[config.mk]
export PLATFORM = sky130hd
export DESIGN_NAME = pf_clct_cmp
export DESIGN_NICKNAME = d
export VERILOG_FILES = /design/src/rtl/pf_result_checker.sv
export SDC_FILE = /design/constraint.sdc
export NUM_CORES = 1
export LEC_CHECK = 0
export BUFFER_PORTS_ARGS = -buffer_cell sky130_fd_sc_hd__buf_2
export CORE_AREA = 8 8 45 47
export DETAILED_ROUTE_END_ITERATION = 6
export DIE_AREA = 0 0 53 55
export PLACE_DENSITY = 0.63
export SLEW_MARGIN = 10
export SYNTH_ARGS = -nofsm -noshare
export SYNTH_HDL_FRONTEND = slang
export SYNTH_SLANG_ARGS = --single-unit
[constraint.sdc]
create_clock -name vclk -period 1.11
set_clock_uncertainty 0.2 [all_clocks]
set_input_delay 0.1665 -clock vclk [all_inputs]
set_output_delay 0.1665 -clock vclk [all_outputs]
set_load 0.1 [all_outputs]
[src/rtl/pf_result_checker.sv]
// Paces the pattern-finder vector reader, waits out the finder latency, and scores
// the finder's 1st/2nd CLCT against the reader's expected values.

module pf_clct_cmp #(
  parameter int CLCT_W = 24
) (
  input  logic [CLCT_W-1:0] expect_v,
  input  logic [CLCT_W-1:0] found,
  input  logic              en,
  output logic              mismatch
);
  assign mismatch = en && (expect_v != found);
endmodule


==> results.json, run 1 <==
{
  "antenna_found_initial": 0,
  "globalplace.congestion": 0.724,
  "grt_start_max_net_pins": 2,
  "critPathLaunchType": "input port",
  "vias": 414,
  "syn_inst": 32,
  "clkbuf_count": 0,
  "postCtsHoldBufs": 0,
  "grt_overflow": 0,
  "seq_cells": 0,
  "die_width_um": 53,
  "coreArea_mm2": 0.00138,
  "hold_viol": 0,
  "synthTopCellsByArea": "xor2_1 53%, xnor2_1 27%, nor4_1 9.5%",
  "path_max_fanout": 1,
  "portBuffers": 50,
  "crit_type": "in -> out",
  "yosysSeqAreaShare_pct": 0,
  "drt-vias-per-instance": 4.22,
  "violations": "negative setup slack",
  "min_path_type": "in -> out",
  "cellPowerDensity_mw_per_mm2": 358,
  "synth.distinct_cells": 5,
  "grt_pass1_vias": 457,
  "cts_setup_buffers": 0,
  "seq_area_um2": 0,
  "tightest_slew_ns": 0.276,
  "fin_ws_ns": -0.655,
  "hold_slack_ns": 0.508,
  "p_leak_nw": 0.312,
  "start_util_pct": 19.0,
  "syn-cell-area_um2": 263,
  "design_area_um2": 569,
  "drt_first_pass_iters": 3,
  "timing.fmax_ghz": 0.566,
  "synth_nets": 81,
  "diodes": 0,
  "critPathSlowestCell": "o31a_4",
  "crit_path_end_kind": "output pin",
  "synth_top_area_share_pct": 53.3,
  "dr.first_iter.drc_count": 6,
  "placed_cells": 98,
  "layout.nets": 133,
  "ant_nets": 0,
  "wire_per_inst_um": 12.1,
  "synthToLayoutAreaGrowth_pct": 117,
  "period_share_pct": 159,
  "cap_viol_max_count": 0,
  "floorplan.rows": 14,
  "dpl.hpwl_um": 1110,
  "relSlewSlack_pct": 81.4,
  "rsz0062_at_grt": "yes",
  "worstPathCellList": "buf_2, xor2_1, nor4_1, nand4_1, o31a_4, buf_12",
  "syn_area_per_cell_um2": 8.21,
  "vdd_ir_drop_max_uv": 111,
  "wirelength_um": 1180,
  "placed_area_um2": 542,
  "crit_required_ns": 0.74,
  "grt_first_pass_wirelength_um": 1840,
  "dieArea_mm2": 0.00292,
  "final_cells": 98,
  "ys.warnings.count": 0,
  "io-pin-count": 50,
  "period_needed_ns": 1.77,
  "synth_most_common_cell": "xor2_1",
  "drc": 0,
  "die_y_um": 55,
  "arrival_ns": 1.40,
  "drive_gt1_share_pct": 62.2,
  "slew_violations": 0,
  "track_usage_pct": 7.69,
  "yosys-top-cells-count": "16 x xor2_1, 8 x xnor2_1, 4 x nor4_1",
  "max_stage_delay_ns": 0.32,
  "finalSetupViolCount": 1,
  "status": "complete, but fails checks",
  "synth_top_area_cell": "xor2_1"
}
==> kinds of logic after synthesis <==
| group | count (synthesis) | synth area share, % |
|---|---|---|
| xor gates and xnor gates | 24 | 80.0 |
| and+or+nand+nor | 7 | 16.7 |
| AOI/OAI and AO/OA | 1 | 3.33 |
==> worst paths after layout <==
path | cells past startpoint | start | slack (ns) | end
min | 3 | en | 0.51 | mismatch
max | 6 | found[6] | -0.66 | mismatch
==> per-layer routing <==
layer / vias up / wire length [um] / GRT usage (%)
met5: - / 0 / 0
met4: 0 / 0 / 0
met3: 0 / 208 / 2.41
met2: 34 / 576 / 15.2
met1: 168 / 397 / 8.16
li1: 212 / - / -
==> area by class of cell <==
type	count	area, um2
Timing Repair Buffer	50	278
Tap cell	16	20.0
Multi-Input combinational cell	32	272
Fill cell	152	815
==> critical path, delay by kind of cell <==
kind            cells  cell delay (ns)
simple gates        2             0.50
compound gates      1             0.32
buf+inv             2             0.27
xor+xnor            1             0.15
==> metrics by stage <==
stage	util, %	TNS (ns)	setup slack [ns]	power, mW
2_1_floorplan	-	-0.363	-0.363	0.0873
3_3_place_gp	39.2	-0.777	-0.777	0.188
3_5_place_dp	39.2	-0.783	-0.783	0.194
4_1_cts	41.1	-0.672	-0.672	0.207
5_1_grt	41.1	-0.724	-0.724	0.223
6_report	41.1	-0.655	-0.655	0.204
==> cell usage in the layout, fill, tap and decap left out <==
master and instances:
xnor2_1 8, nand4_1 3, xor2_1 16, nor4_1 4
buf_12 1, buf_2 47, o31a_4 1, buf_6 2
==> what timing repair did <==
action                     in CTS  in global routing
resized for setup               6                  0
setup endpoints to repair       1                  1
cloned                          0                  0
pin swaps                       3                  0
==> where the power goes <==
group	internal, mW	leakage, nW	switching (mW)
clock	0	0	0
sequential	0	0	0
combinational	0.122	0.312	0.0822
total	0.122	0.312	0.0822
No activity file was read; power rests on OpenSTA's default activity.
==> inputs of run 2 (changes only) <==
- PLACE_DENSITY: 0.63 -> 0.61
- clock period: 1.11 -> 2.1 ns (I/O delays scaled with it)
==> run 2 against run 1 <==
Net effect:
- the run now ends clean
- setup slack gained 0.79 ns
- sequential cell count is the same
- critical path depth is the same
- routed wire length shrank 6.1%
- final area shrank 2.0%
- sequential share of layout area is the same
- via count grew 0.48%
- first-iteration DRC count shrank 100%
- utilization shrank 0.81 points
- hold slack gained 0.30 ns
- combinational power shrank 48%
- highest routed layer unchanged
==> results.json, run 2 (synthesis results as in run 1) <==
{
  "crit_required_ns": 1.58,
  "ant_nets": 0,
  "finalSetupViolCount": 0,
  "relSlewSlack_pct": 82.7,
  "wire_per_inst_um": 11.3,
  "p_total_uw": 106,
  "fin_ws_ns": 0.133,
  "seq_area_um2": 0,
  "diodes": 0,
  "min_path_type": "in -> out",
  "start_util_pct": 19.0,
  "hold_slack_ns": 0.806,
  "synthToLayoutAreaGrowth_pct": 112,
  "hold_viol": 0,
  "layout_commonest_cell": "buf_2",
  "cap_viol_max_count": 0,
  "postCtsHoldBufs": 0,
  "place_ws_ns": 0.00884,
  "tightest_slew_ns": 0.256,
  "period_needed_ns": 1.97,
  "globalplace.congestion": 0.774,
  "drive_gt1_share_pct": 64.6,
  "grt_pass1_vias": 452,
  "period_share_pct": 93.7,
  "slew_violations": 0,
  "grt_start_max_net_pins": 2,
  "drc": 0,
  "vias": 416,
  "antenna_found_initial": 0,
  "fin_util_pct": 40.3,
  "crit_path_end_kind": "output pin",
  "track_usage_pct": 6.49,
  "wirelength_um": 1110,
  "tns_ns": 0,
  "clkbuf_count": 0,
  "p_leak_nw": 0.290,
  "drt_first_pass_iters": 1,
  "coreArea_mm2": 0.00138,
  "die_y_um": 55,
  "dieArea_mm2": 0.00292,
  "drt-vias-per-instance": 4.24,
  "die_width_um": 53,
  "vdd_ir_drop_max_uv": 70.1,
  "dpl.hpwl_um": 1060,
  "dr.first_iter.drc_count": 0,
  "seq_cells": 0,
  "cellPowerDensity_mw_per_mm2": 191,
  "final_cell_mix": "49 x buf_2, 16 x xor2_1, 8 x xnor2_1, 3 x nand4_1, 3 x nor4_2",
  "grt_first_pass_wirelength_um": 1590,
  "path_max_fanout": 1,
  "floorplan.rows": 14,
  "rsz0062_at_grt": "no",
  "io-pin-count": 50,
  "ctsResizeCount": 0,
  "portBuffers": 50,
  "status": "finished, final reports clean",
  "critPathLaunchType": "input port",
  "timing.fmax_ghz": 0.508,
  "layout.nets": 133,
  "grt_overflow": 0,
  "crit_type": "in -> out",
  "arrival_ns": 1.45,
  "cts_setup_buffers": 0
}
-- run 2: changes by cell type in the layout (fill, tap and decap cells not counted) --
| cell | delta |
|---|---|
| o31a_4 | -1 |
| buf_12 | -1 |
| buf_6 | -1 |
| nor4_1 | -3 |
| buf_2 | +2 |
| nor4_2 | +3 |
| o31a_1 | +1 |
-- run 2: cell type report --
| cell class | instances | area [um2] |
|---|---|---|
| Fill cell | 139 | 826 |
| Tap cell | 16 | 20.0 |
| Timing Repair Buffer | 50 | 256 |
| Multi-Input combinational cell | 32 | 282 |
-- run 2: metal layers --
layer | share of wire (%) | wire [um] | GRT usage (%) | up-vias
li1 | - | - | - | 212
met1 | 39 | 428 | 7.24 | 170
met2 | 45 | 501 | 12.3 | 34
met3 | 16 | 180 | 2.14 | 0
met4 | 0 | 0 | 0 | 0
met5 | 0 | 0 | 0 | -
-- run 2: stage by stage --
stage,cells,area [um2]
global placement,98,533
finish,98,558
global route,98,558
detailed placement,98,533
CTS,98,533
floorplan,32,263
-- run 2: worst max-delay path: stages --
cell and delay, ns:
buf_2 0.10, xor2_1 0.16, nor4_2 0.30, nand4_1 0.13, o31a_1 0.26, buf_6 0.19
-- run 2: path summary, 6_finish.rpt --
kind | start | end | slack, ns | cells after the start
worst max-delay path | found[14] | mismatch | 0.13 | 6
worst min-delay path | en | mismatch | 0.81 | 3
-- run 2: report_power, final --
group	leakage (nW)	internal (mW)	total [mW]	switching [mW]
Sequential	0	0	0	0
Clock	0	0	0	0
Combinational	0.290	0.0607	0.106	0.0458
Total	0.290	0.0607	0.106	0.0458
